## config.mk

```make
export PLATFORM = sky130hd
export DESIGN_NAME = phy_reset_sequencer
export DESIGN_NICKNAME = d
export VERILOG_FILES = /design/src/rtl/phy_reset_pkg.sv /design/src/rtl/phy_reset_sequencer_status_sync.sv /design/src/rtl/phy_reset_sequencer.sv
export SDC_FILE = /design/constraint.sdc
export NUM_CORES = 1
export LEC_CHECK = 0
export BUFFER_PORTS_ARGS = -buffer_cell sky130_fd_sc_hd__clkbuf_2
export CORE_MARGIN = 10
export CORE_UTILIZATION = 50
export CTS_CLUSTER_SIZE = 40
export DETAILED_ROUTE_END_ITERATION = 12
export GPL_ROUTABILITY_DRIVEN = 0
export PLACE_DENSITY = 0.7
export SLEW_MARGIN = 20
export SYNTH_ARGS = -nofsm -noshare
export SYNTH_HDL_FRONTEND = slang
export SYNTH_SLANG_ARGS = --single-unit
```

## constraint.sdc

```tcl
create_clock -name clk -period 4.4 [get_ports clk]
set_clock_uncertainty 0.1 [all_clocks]
set_input_delay 0.66 -clock clk [delete_from_list [all_inputs] [get_ports clk]]
set_output_delay 0.66 -clock clk [all_outputs]
set_load 0.01 [all_outputs]
```

## src/rtl/phy_reset_pkg.sv

```systemverilog
// Shared types for the PHY reset sequencer: FSM state encoding and retry width.
package phy_reset_pkg;

  localparam int RETRY_W = 4;

  typedef enum logic [2:0] {
    ST_PLL_RST  = 3'd0,
    ST_PLL_WAIT = 3'd1,
    ST_GT_RST   = 3'd2,
    ST_GT_WAIT  = 3'd3,
    ST_MAC_RST  = 3'd4,
    ST_RUN      = 3'd5,
    ST_FAIL     = 3'd6
  } state_e;

endpackage

```

## src/rtl/phy_reset_sequencer_status_sync.sv

```systemverilog
// Two-flop synchronizer for a single asynchronous status bit.
module status_sync #(
  parameter logic INIT = 1'b0
) (
  input  logic clk,
  input  logic resetn,
  input  logic i_async,
  output logic o_sync
);

  (* ASYNC_REG = "TRUE" *) logic r_meta_p0;
  logic r_sync_p1;

  // Stage 0 captures the raw input, stage 1 gives metastability a cycle to settle.
  always_ff @(posedge clk or negedge resetn) begin
    if (!resetn) begin
      r_meta_p0 <= INIT;
      r_sync_p1 <= INIT;
    end else begin
      r_meta_p0 <= i_async;
      r_sync_p1 <= r_meta_p0;
    end
  end

  assign o_sync = r_sync_p1;

endmodule

```

## src/rtl/phy_reset_sequencer.sv

```systemverilog
// PHY bring-up sequencer: PLL reset, transceiver reset, MAC reset, then link-ready,
// with per-phase timeouts, bounded retries, a terminal fail state and soft restart.
module phy_reset_sequencer
  import phy_reset_pkg::*;
#(
  parameter int PLL_RST_CYCLES = 16,
  parameter int LOCK_TIMEOUT   = 65535,
  parameter int GT_RST_CYCLES  = 16,
  parameter int DONE_TIMEOUT   = 65535,
  parameter int MAC_RST_CYCLES = 8,
  parameter int MAX_RETRIES    = 3,
  parameter int CNT_W          = 16
) (
  input  logic               clk,
  input  logic               resetn,
  input  logic               pll_lock,
  input  logic               tx_resetdone,
  input  logic               rx_resetdone,
  input  logic               soft_reset,
  output logic               pll_reset,
  output logic               gt_tx_reset,
  output logic               gt_rx_reset,
  output logic               mac_reset,
  output logic               link_ready,
  output logic               fail,
  output logic [RETRY_W-1:0] retry_count,
  output logic [2:0]         state
);

  localparam logic [CNT_W-1:0]   C_PLL_RST_LAST = CNT_W'(PLL_RST_CYCLES - 1);
  localparam logic [CNT_W-1:0]   C_LOCK_LAST    = CNT_W'(LOCK_TIMEOUT - 1);
  localparam logic [CNT_W-1:0]   C_GT_RST_LAST  = CNT_W'(GT_RST_CYCLES - 1);
  localparam logic [CNT_W-1:0]   C_DONE_LAST    = CNT_W'(DONE_TIMEOUT - 1);
  localparam logic [CNT_W-1:0]   C_MAC_RST_LAST = CNT_W'(MAC_RST_CYCLES - 1);
  localparam logic [RETRY_W-1:0] C_MAX_RETRIES  = RETRY_W'(MAX_RETRIES);
  localparam logic [RETRY_W-1:0] C_RETRY_SAT    = '1;
  localparam logic [CNT_W-1:0]   C_CNT_SAT      = '1;

  logic               w_pll_lock_s;
  logic               w_tx_done_s;
  logic               w_rx_done_s;
  state_e             r_state;
  state_e             w_state_next;
  logic [CNT_W-1:0]   r_cnt;
  logic               w_cnt_clr;
  logic               w_timeout;
  logic [RETRY_W-1:0] r_retry;
  logic [RETRY_W-1:0] w_retry_inc;
  logic               r_pll_reset;
  logic               r_gt_reset;
  logic               r_mac_reset;
  logic               r_link_ready;
  logic               r_fail;
  logic               w_pll_reset;
  logic               w_gt_reset;
  logic               w_mac_reset;
  logic               w_link_ready;
  logic               w_fail;

  status_sync #(.INIT(1'b0)) u_sync_lock (
    .clk     (clk),
    .resetn  (resetn),
    .i_async (pll_lock),
    .o_sync  (w_pll_lock_s)
  );

  status_sync #(.INIT(1'b0)) u_sync_tx (
    .clk     (clk),
    .resetn  (resetn),
    .i_async (tx_resetdone),
    .o_sync  (w_tx_done_s)
  );

  status_sync #(.INIT(1'b0)) u_sync_rx (
    .clk     (clk),
    .resetn  (resetn),
    .i_async (rx_resetdone),
    .o_sync  (w_rx_done_s)
  );

  // Next-state decision: soft restart first, then success before timeout per state.
  always_comb begin
    w_state_next = r_state;
    w_timeout    = 1'b0;
    w_retry_inc  = (r_retry == C_RETRY_SAT) ? r_retry : r_retry + RETRY_W'(1);
    if (soft_reset) begin
      w_state_next = ST_PLL_RST;
    end else begin
      case (r_state)
        ST_PLL_RST: begin
          if (r_cnt == C_PLL_RST_LAST) w_state_next = ST_PLL_WAIT;
        end
        ST_PLL_WAIT: begin
          if (w_pll_lock_s) begin
            w_state_next = ST_GT_RST;
          end else if (r_cnt == C_LOCK_LAST) begin
            w_timeout    = 1'b1;
            w_state_next = (w_retry_inc == C_MAX_RETRIES) ? ST_FAIL : ST_PLL_RST;
          end
        end
        ST_GT_RST: begin
          if (r_cnt == C_GT_RST_LAST) w_state_next = ST_GT_WAIT;
        end
        ST_GT_WAIT: begin
          if (!w_pll_lock_s) begin
            w_state_next = ST_PLL_RST;
          end else if (w_tx_done_s && w_rx_done_s) begin
            w_state_next = ST_MAC_RST;
          end else if (r_cnt == C_DONE_LAST) begin
            w_timeout    = 1'b1;
            w_state_next = (w_retry_inc == C_MAX_RETRIES) ? ST_FAIL : ST_GT_RST;
          end
        end
        ST_MAC_RST: begin
          if (r_cnt == C_MAC_RST_LAST) w_state_next = ST_RUN;
        end
        ST_RUN: begin
          if (!w_pll_lock_s) begin
            w_state_next = ST_PLL_RST;
          end else if (!w_tx_done_s || !w_rx_done_s) begin
            w_state_next = ST_GT_RST;
          end
        end
        ST_FAIL: begin
          w_state_next = ST_FAIL;
        end
        default: begin
          w_state_next = ST_PLL_RST;
        end
      endcase
    end
    w_cnt_clr = soft_reset || (w_state_next != r_state);
  end

  // Output decode from the upcoming state so registered outputs track the state register.
  always_comb begin
    w_pll_reset  = 1'b1;
    w_gt_reset   = 1'b1;
    w_mac_reset  = 1'b1;
    w_link_ready = 1'b0;
    w_fail       = 1'b0;
    case (w_state_next)
      ST_PLL_WAIT: w_pll_reset = 1'b0;
      ST_GT_RST:   w_pll_reset = 1'b0;
      ST_GT_WAIT: begin
        w_pll_reset = 1'b0;
        w_gt_reset  = 1'b0;
      end
      ST_MAC_RST: begin
        w_pll_reset = 1'b0;
        w_gt_reset  = 1'b0;
      end
      ST_RUN: begin
        w_pll_reset  = 1'b0;
        w_gt_reset   = 1'b0;
        w_mac_reset  = 1'b0;
        w_link_ready = 1'b1;
      end
      ST_FAIL: w_fail = 1'b1;
      default: ;
    endcase
  end

  // State register and phase counter, cleared on every transition or restart.
  always_ff @(posedge clk or negedge resetn) begin
    if (!resetn) begin
      r_state <= ST_PLL_RST;
      r_cnt   <= '0;
    end else begin
      r_state <= w_state_next;
      if (w_cnt_clr) begin
        r_cnt <= '0;
      end else if (r_cnt != C_CNT_SAT) begin
        r_cnt <= r_cnt + CNT_W'(1);
      end
    end
  end

  // Retry count: bumps on timeout, clears on restart or once the link is up.
  always_ff @(posedge clk or negedge resetn) begin
    if (!resetn) begin
      r_retry <= '0;
    end else if (soft_reset || (w_state_next == ST_RUN)) begin
      r_retry <= '0;
    end else if (w_timeout) begin
      r_retry <= w_retry_inc;
    end
  end

  // Registered reset and status outputs.
  always_ff @(posedge clk or negedge resetn) begin
    if (!resetn) begin
      r_pll_reset  <= 1'b1;
      r_gt_reset   <= 1'b1;
      r_mac_reset  <= 1'b1;
      r_link_ready <= 1'b0;
      r_fail       <= 1'b0;
    end else begin
      r_pll_reset  <= w_pll_reset;
      r_gt_reset   <= w_gt_reset;
      r_mac_reset  <= w_mac_reset;
      r_link_ready <= w_link_ready;
      r_fail       <= w_fail;
    end
  end

  assign pll_reset   = r_pll_reset;
  assign gt_tx_reset = r_gt_reset;
  assign gt_rx_reset = r_gt_reset;
  assign mac_reset   = r_mac_reset;
  assign link_ready  = r_link_ready;
  assign fail        = r_fail;
  assign retry_count = r_retry;
  assign state       = r_state;

endmodule
```

==> impl_metrics.tcl, run 1 <==
set metrics [dict create \
    clkTransAtPathRegs_ns 0.09 \
    track_usage 0.117 \
    via_count 1382 \
    n_antenna_cell 0 \
    multi_input_area_um2 856 \
    cp_data_required_time_ns 4.48 \
    swShare 0.222 \
    synth_warnings 0 \
    tns_ns 0 \
    hold_end "u_sync_tx.o_sync" \
    start_util 0.526 \
    pwr-share-clk 0.312 \
    clockRootBuffer "clkbuf_4" \
    status "finished clean" \
    yosysTopAreaCell "dfrtp_1" \
    fp.dieH_um 79.7 \
    synth_top_area_share 0.435 \
    htree_levels 2 \
    syn_inst 179 \
    routed_via_density 5.69 \
    dr.pass1.iters 4 \
    finalSetupViolCount 0 \
    hold_viol 0 \
    post_route_cells_drive_above_1_share 0.198 \
    maxSlewViolCount 0 \
    ys_ff_latch 34 \
    numPortBuffers 18 \
    cap_violations 0 \
    crit_family "simple AND/OR/NAND/NOR gates" \
    ff2ff_path_depth 6 \
    r2r-end "r_cnt[3]" \
    coreArea_um2 3390 \
    max_stage_delay_ns 0.72 \
    worst-path-max-fanout 16 \
    hold_class "flop to flop" \
    first_iter_violations 68 \
    r2r_slack_ns 1.75 \
    final_util 0.569 \
    grt_overflow_total 0 \
    ys_seq_area_frac 0.479 \
    path_buf_inv 0 \
    cts_setup_buffers 0 \
    first_global_vias 1341 \
    worstSetupEndpointType "flop" \
    net-switching-power_mw 0.110 \
    cts_inserted_buffers 5 \
    max_slew_margin 0.438 \
    cellLeakagePower_nw 0.859 \
    internal-power_mw 0.387 \
    final_net_count 206 \
    critPathArrivalTime_ns 2.73 \
    tightest_slew_ns 0.843 \
    drc 0 \
    die_w_um 79.7 \
    largest_reg_flops 16 \
    min_from "u_sync_tx.r_meta_p0" \
    cp-start-kind "flop" \
    drt_wl_total_um 3460 \
    final-seq-area_um2 855 \
    clkLatencyLatePin_ns 0.33 \
    finalCriticalPeriod_ns 2.65 \
    combPwrFrac 0.039 \
    clockBufferDepth 2 \
    vdd.ir_drop.worst_uv 174 \
    rr_startpoint "r_cnt[4]" \
    die-area_um2 6350 \
    top_register "r_cnt" \
    wire_per_inst_um 14.3 \
    synth_area_leaders "dfrtp_1 (44%), nor2_1 (5.1%), dfstp_2 (4.4%)" \
    worstPathCellList "nand4_4 -> nor4_1 -> or3_2 -> nand3_1 -> a32oi_2 -> nor3_1" \
    antenna_found_initial 0 \
    period_share 0.602 \
    ys.flop_type "dfrtp_1" \
    fmaxAchievable_mhz 378 \
    area_growth_pct 8.21 \
    cts_tree "done" \
    synth_area_um2 1780 \
    whs_path_depth 0 \
    synthArstFlopShare 1.00 \
    grt_start_max_net_pins 35 \
    place.detailed.hpwl_um 2590 \
    rsz0062_at_grt "no" \
    cts_sinks 34 \
    rows 21 \
    synth_cell_types 46 \
    grt_pass1_wl_um 5950 \
    cts_hold_buf 0 \
    p_seq_frac 0.650 \
    num_io_pins 19 \
    synth-edff-count 0 \
    postRouteAntennaNets 0 \
    crit_type "flop to flop" \
    syn_area_per_cell_um2 9.96 \
    fillCellCount 297 \
    cp_slowest_cell "a32oi_2" \
    ctsResizeCount 0 \
    syn_nets 189 \
    power_density_nw_per_um2 258 \
]
==> synthesized netlist by cell type (2+ instances only) <==
cell / n
dfrtp_1: 31
nor2_1: 24
nand3_1: 12
nand2_1: 11
nor3_1: 10
xor2_1: 7
a31oi_1: 6
inv_1: 6
nand4_1: 6
xnor2_1: 6
a21oi_1: 5
clkbuf_1: 4
ha_1: 4
dfstp_2: 3
mux2i_1: 3
nand2b_1: 3
nor4_1: 3
a211oi_1: 2
and2_1: 2
and3_1: 2
buf_6: 2
nor2b_1: 2
nor3b_1: 2
==> per-stage QoR <==
stage	hold slack (ns)	cell area, um^2	cells	setup slack (ns)	power (mW)
floorplan	0.231	1780	179	2.03	0.336
global placement	0.234	1880	235	1.89	0.347
detailed placement	0.235	1880	235	1.83	0.348
CTS	0.256	1930	243	1.80	0.503
global route	0.260	1930	243	1.60	0.518
finish	0.254	1930	243	1.75	0.497
==> power by group through the flow <==
| stage | combinational, mW | clock [mW] | sequential, mW |
|---|---|---|---|
| 3_3_place_gp | 0.0185 | 0 | 0.328 |
| 6_report | 0.0193 | 0.155 | 0.323 |
| 5_1_grt | 0.0219 | 0.172 | 0.324 |
| 4_1_cts | 0.0198 | 0.161 | 0.323 |
| 2_1_floorplan | 0.00953 | 0 | 0.327 |
| 3_5_place_dp | 0.0196 | 0 | 0.329 |
==> worst max path at each step <==
stage | start | to | cells after the start
after global routing | r_cnt[4] | r_cnt[3] | 6
after detailed placement | r_cnt[4] | r_cnt[3] | 6
after global placement | r_cnt[4] | pll_reset | 6
after floorplan | r_cnt[12] | pll_reset | 6
after CTS | r_cnt[14] | pll_reset | 6
final | r_cnt[4] | r_cnt[3] | 6
==> logic make-up after synthesis <==
| group | count (synthesis) | share of synthesized area |
|---|---|---|
| XOR/XNOR | 13 | 0.0639 |
| multiplexers | 3 | 0.0168 |
| buffers and inverters | 14 | 0.0407 |
| AND/OR/NAND/NOR | 92 | 0.293 |
| adder cells (fa/ha/maj) | 4 | 0.0281 |
| flip-flops | 34 | 0.479 |
| AO/OA/AOI/OAI | 19 | 0.0779 |
==> layer usage <==
metal | share of wire | vias up | routed length, um | GRT usage
li1 | - | 675 | - | -
met1 | 0.43 | 664 | 1480 | 0.120
met2 | 0.49 | 38 | 1680 | 0.209
met3 | 0.069 | 5 | 239 | 0.0473
met4 | 0.016 | 0 | 57 | 0.0430
met5 | 0 | - | 0 | 0
==> cell usage in the layout (no fill, tap or decap), types with 2 or more instances in the layout <==
master and n:
nand2b_1 3, nand2_1 11, nand4_1 6, clkbuf_4 5, inv_1 6, ha_1 4, nor4_1 3, and2_1 2
clkbuf_2 18, nor3_1 10, and3_1 2, a31oi_1 6, nor3b_1 2, nor2b_1 2, nand3_1 12, a211oi_1 2
dfstp_2 3, nor2_1 24, mux2i_1 3, xnor2_1 6, xor2_1 7, dfrtp_1 31, a21oi_1 5, clkbuf_1 3
==> cell type report <==
type,count,share of cell area
Timing Repair Buffer,18,0.0467
Sequential cell,34,0.443
Multi-Input combinational cell,131,0.444
Inverter,6,0.0117
Clock buffer,8,0.0253
Tap cell,46,0.0298
Note: power is estimated with default switching activity, not from simulation.
==> run 2, diff against run 1 <==
Settings changed: ABC_AREA set to 1, PLACE_DENSITY 0.7 to 0.69.
Clock period 4.4 ns to 2.45 ns, I/O delays scaled along.
==> run 2 against run 1 <==
  * Clock power grew to 3.4 times the previous value
  * Count of clock-buffer cells in the layout shrank 3
  * Hold slack lost 0.19 ns
  * Largest power group unchanged
  * Total power grew 130%
  * Die area grew 8.9%
  * Routed wire length grew 14%
  * Cell count grew 33%
  * Utilization grew 2.0 points
  * Maximum frequency grew 16%
==> impl_metrics.tcl, run 2 <==
set metrics [dict create \
    syn_inst 251 \
    max_slew_margin 0.459 \
    finalPower_mw 1.16 \
    final_cell_mix "nand2_1 (49), inv_1 (35), nor2_1 (34)" \
    rows 22 \
    ff2ff_path_depth 13 \
    holdWs_ns 0.0627 \
    place_ws_ns 0.209 \
    finalCriticalPeriod_ns 2.27 \
    finalSetupViolCount 0 \
    synthTopCellsByCount "nand2_1 (49), inv_1 (35), nor2_1 (34)" \
    final-seq-area_um2 855 \
    antenna_found_initial 0 \
    cp_data_required_time_ns 2.56 \
    crit_type "flop to flop" \
    drc 0 \
    track_usage 0.122 \
    syn_area_per_cell_um2 7.95 \
    internal-power_mw 0.891 \
    numPortBuffers 18 \
    largest_reg_flops 16 \
    clkLatencyLatePin_ns 0.29 \
    cts_setup_buffers 0 \
    hold_viol 0 \
    p_seq_frac 0.499 \
    htree_levels 2 \
    coreArea_um2 3770 \
    clockRootBuffer "clkbuf_8" \
    n_antenna_cell 0 \
    vdd.ir_drop.worst_uv 333 \
    post_route_cells_drive_above_1_share 0.241 \
    cts_sinks 34 \
    cp-start-kind "flop" \
    ys.flop_type "dfrtp_1" \
    synth_top_area_share 0.389 \
    fin_ws_ns 0.176 \
    top_register "r_cnt" \
    die_w_um 83.2 \
    layout_commonest_cell "nand2_1" \
    worst-path-max-fanout 5 \
    fillCellCount 348 \
    area_growth_pct 11.3 \
    swShare 0.233 \
    start_util 0.529 \
    tns_ns 0 \
    cts_hold_buf 0 \
    r2r_slack_ns 0.18 \
    clockBufferDepth 2 \
    r2r-end "pll_reset" \
    ctsResizeCount 0 \
    syn_nets 261 \
    hold_class "primary input to asynchronous set/reset pin" \
    cts_tree "done" \
    via_count 1588 \
    synth_cell_types 32 \
    postRouteAntennaNets 0 \
    multi_input_area_um2 963 \
    rr_startpoint "retry_count[0]" \
    first_global_vias 1582 \
    pwr-share-clk 0.452 \
    synth_most_common_cell "nand2_1" \
    cellLeakagePower_nw 1.06 \
    net-switching-power_mw 0.271 \
    synthArstFlopShare 1.00 \
    fmaxAchievable_mhz 440 \
    place.detailed.hpwl_um 2960 \
    die-area_um2 6920 \
    clkTransAtPathRegs_ns 0.08 \
    cts_inserted_buffers 5 \
    num_io_pins 19 \
    fp.dieH_um 83.2 \
    first_iter_violations 87 \
    yosysTopAreaCell "dfrtp_1" \
    grt_pass1_wl_um 7160 \
    routed_via_density 4.93 \
    synth_area_leaders "dfrtp_1 (39%), nand2_1 (9.2%), inv_1 (6.6%)" \
    synth_warnings 0 \
    cap_violations 0 \
    synth-edff-count 0 \
    critPathArrivalTime_ns 2.39 \
    grt_start_max_net_pins 35 \
    drt_wl_total_um 3960 \
    rsz0062_at_grt "no" \
    power_density_nw_per_um2 523 \
    worstSetupEndpointType "flop" \
    grt_overflow_total 0 \
    period_share 0.928 \
    tightest_slew_ns 0.812 \
    dr.pass1.iters 4 \
    ys_seq_area_frac 0.428 \
    synth_area_um2 2000 \
    final_net_count 283 \
    wire_per_inst_um 12.3 \
    status "finished clean" \
    combPwrFrac 0.048 \
    maxSlewViolCount 0 \
    ys_ff_latch 34 \
]
[run 2: final cells by class]
| cell class | count | area share |
|---|---|---|
| multi-input combinational | 177 | 0.434 |
| clock inverter | 3 | 0.0203 |
| timing repair buffer | 18 | 0.0406 |
| clock buffer | 5 | 0.0310 |
| inverter | 37 | 0.0625 |
| tap | 48 | 0.0270 |
| sequential | 34 | 0.385 |
[run 2: power groups by stage]
stage          combinational (mW)  clock (mW)  sequential [mW]
6_report                   0.0563       0.526            0.580
5_1_grt                    0.0640       0.564            0.581
4_1_cts                    0.0580       0.536            0.580
3_5_place_dp               0.0578           0            0.591
3_3_place_gp               0.0564           0            0.591
2_1_floorplan              0.0364           0            0.590
[run 2: how the worst max path moves through the flow]
stage                         from  slack [ns]   endpoint
global route        retry_count[1]       0.003  pll_reset
floorplan           retry_count[1]        0.49  pll_reset
CTS                 retry_count[0]        0.19  pll_reset
detailed placement  retry_count[0]        0.21  pll_reset
finish              retry_count[0]        0.18  pll_reset
global placement    retry_count[1]        0.32  pll_reset
[run 2: cells by family after synthesis]
kind of cell | share of synthesized area
buf+inv | 0.0890
simple gates | 0.362
fa+ha+maj | 0.0251
xor+xnor | 0.0307
flops | 0.428
compound gates | 0.0652
[run 2: layer usage]
layer	track usage	wire, um
met1	0.149	1920
met2	0.196	1790
met3	0.0352	188
met4	0.0462	63
met5	0	0
[run 2: metrics by stage]
step                cells  instance area (um^2)   util
floorplan             251                  2000      -
global placement      314                  2110  0.559
detailed placement    314                  2110  0.559
CTS                   322                  2220  0.589
global route          322                  2220  0.589
finish                322                  2220  0.589
[run 2: critical path: stages (launching register included)]
cell     delay (ns)
dfrtp_1        0.44
ha_1           0.24
nand3_1        0.19
nand2_1        0.10
nand2_1        0.09
nor2_1         0.13
nand3_1        0.07
nand2_1        0.10
nand2_1        0.05
nand3_1        0.09
nand2_1        0.11
ha_1           0.30
inv_1          0.04
nor2_1         0.14
==> run 3, diff against run 2 <==
Settings changed: BUFFER_PORTS_ARGS -buffer_cell sky130_fd_sc_hd__clkbuf_2 to not set, DONT_BUFFER_PORTS set to 1, PLACE_DENSITY 0.69 to 0.65.
==> run 3 against run 2 <==
  * Count of clock-buffer cells in the layout did not move
  * Non-clock buffer count shrank 13
  * Global-route usage fell by 0.11 points
  * Register-to-register slack better by 0.03 ns
  * Cell count is 4.0% lower
==> impl_metrics.tcl, run 3 (synthesis gave the netlist of run 2 again) <==
set metrics [dict create \
    ff2ff_path_depth 13 \
    placed_cells_incl_taps 296 \
    drc 0 \
    top_register "r_cnt" \
    crit_type "flop to flop" \
    cts_sinks 34 \
    wire_per_inst_um 12.4 \
    final_cell_mix "nand2_1 (49), inv_1 (35), nor2_1 (34)" \
    hold_viol 0 \
    busiest_layer "met2" \
    dr.pass1.iters 4 \
    rsz0062_at_grt "no" \
    n_antenna_cell 0 \
    hold_end "state[0]" \
    finalPower_mw 1.27 \
    finalCriticalPeriod_ns 2.24 \
    clockRootBuffer "clkbuf_8" \
    die_w_um 83.2 \
    postRouteAntennaNets 0 \
    first_global_vias 1475 \
    fp.dieH_um 83.2 \
    power_density_nw_per_um2 576 \
    cellLeakagePower_nw 1.03 \
    num_io_pins 19 \
    maxSlewViolCount 0 \
    design_area_um2 2210 \
    cts_tree "done" \
    use_met3 0.0527 \
    cap_violations 0 \
    clkLatencyLatePin_ns 0.30 \
    numPortBuffers 0 \
    antenna_found_initial 0 \
    min_from "soft_reset" \
    clockBufferDepth 2 \
    track_usage 0.121 \
    clkTransAtPathRegs_ns 0.08 \
    finalSetupViolCount 0 \
    critPathArrivalTime_ns 2.38 \
    grt_pass1_wl_um 6980 \
    fmaxAchievable_mhz 447 \
    area_growth_pct 11.0 \
    routed_via_density 4.97 \
    drt_wl_total_um 3840 \
    r2r-end "pll_reset" \
    period_share 0.914 \
    die-area_um2 6920 \
    grt_start_max_net_pins 35 \
    worstSetupEndpointType "flop" \
    rows 22 \
    largest_reg_flops 16 \
    first_iter_violations 75 \
    vdd.ir_drop.worst_uv 390 \
    start_util 0.529 \
    ctsResizeCount 0 \
    tightest_slew_ns 0.449 \
    via_count 1537 \
    htree_levels 2 \
    status "finished clean" \
    worst-path-max-fanout 6 \
    place.detailed.hpwl_um 2800 \
    hold_class "primary input to flop" \
    cp-start-kind "flop" \
    grt_use_met1 0.159 \
    layout_commonest_cell "nand2_1" \
    tns_ns 0 \
    cp_data_required_time_ns 2.59 \
    fin_cells 309 \
    max_slew_margin 0.701 \
    r2r_slack_ns 0.21 \
    grt_overflow_total 0 \
    cts_inserted_buffers 5 \
    grtUsageMet2 0.167 \
    final_net_count 270 \
    whs_path_depth 1 \
    post_route_cells_drive_above_1_share 0.188 \
    placed_area_um2 2020 \
    coreArea_um2 3770 \
    rr_startpoint "retry_count[1]" \
]
[run 3: changes by cell type in the layout (fill, tap and decap cells not counted), sizes merged]
| cell | before | now |
|---|---|---|
| clkbuf | 23 | 5 |
| dlygate4sd3 | 0 | 4 |
| clkinvlp | 2 | 0 |
| bufinv | 1 | 2 |
| buf | 0 | 1 |
| clkinv | 0 | 1 |
[run 3: final cells by class]
type	count	area (um^2)
Clock buffer	5	68.8
Clock inverter	3	68.8
Fill cell	347	1560
Inverter	37	139
Multi-Input combinational cell	177	963
Sequential cell	34	855
Tap cell	48	60.1
Timing Repair Buffer	5	60.1
[run 3: per-layer routing]
layer / vias to the layer above / wire length, um
met1: 699 / 1910
met5: - / 0
met2: 23 / 1640
li1: 808 / -
met3: 7 / 226
met4: 0 / 59
[run 3: stage by stage]
stage	hold slack (ns)	util	worst slack, ns
floorplan	-0.0281	-	0.490
global placement	-0.0267	0.535	0.313
detailed placement	-0.0265	0.535	0.236
CTS	0.0396	0.587	0.219
global route	0.0208	0.587	0.000682
finish	0.0448	0.587	0.211
[run 3: worst max path at each step]
stage | slack (ns) | endpoint | from | cells past startpoint
2_1_floorplan | 0.49 | pll_reset | retry_count[1] | 13
3_3_place_gp | 0.31 | pll_reset | r_cnt[0] | 16
3_5_place_dp | 0.24 | pll_reset | retry_count[1] | 13
4_1_cts | 0.22 | pll_reset | retry_count[1] | 13
5_1_grt | 0.0007 | pll_reset | retry_count[1] | 13
6_report | 0.21 | pll_reset | retry_count[1] | 13
[run 3: power by group]
| part | internal [mW] | total, mW | switching (mW) | leakage (nW) |
|---|---|---|---|---|
| Combinational | 0.0193 | 0.0568 | 0.0375 | 0.509 |
| Sequential | 0.572 | 0.581 | 0.00917 | 0.448 |
| Clock | 0.408 | 0.636 | 0.229 | 0.0683 |
| Total | 0.999 | 1.27 | 0.275 | 1.03 |
[run 3: timing repair]
| item | in CTS | in global routing |
|---|---|---|
| setup endpoints to repair | 0 | 0 |
| hold buffers | 5 | 0 |
| hold endpoints to repair | 37 | 0 |
| buffers inserted | 0 | 0 |
[run 3: worst max-delay path, cell delays in order, from the launching register on]
cell     delay [ns]
dfrtp_1        0.50
ha_1           0.27
nand3_1        0.18
nand2_1        0.10
nand2_1        0.08
nor2_1         0.10
nand3_1        0.07
nand2_1        0.11
nand2_1        0.06
nand3_1        0.10
nand2_1        0.10
ha_1           0.29
inv_1          0.03
nor2_1         0.09
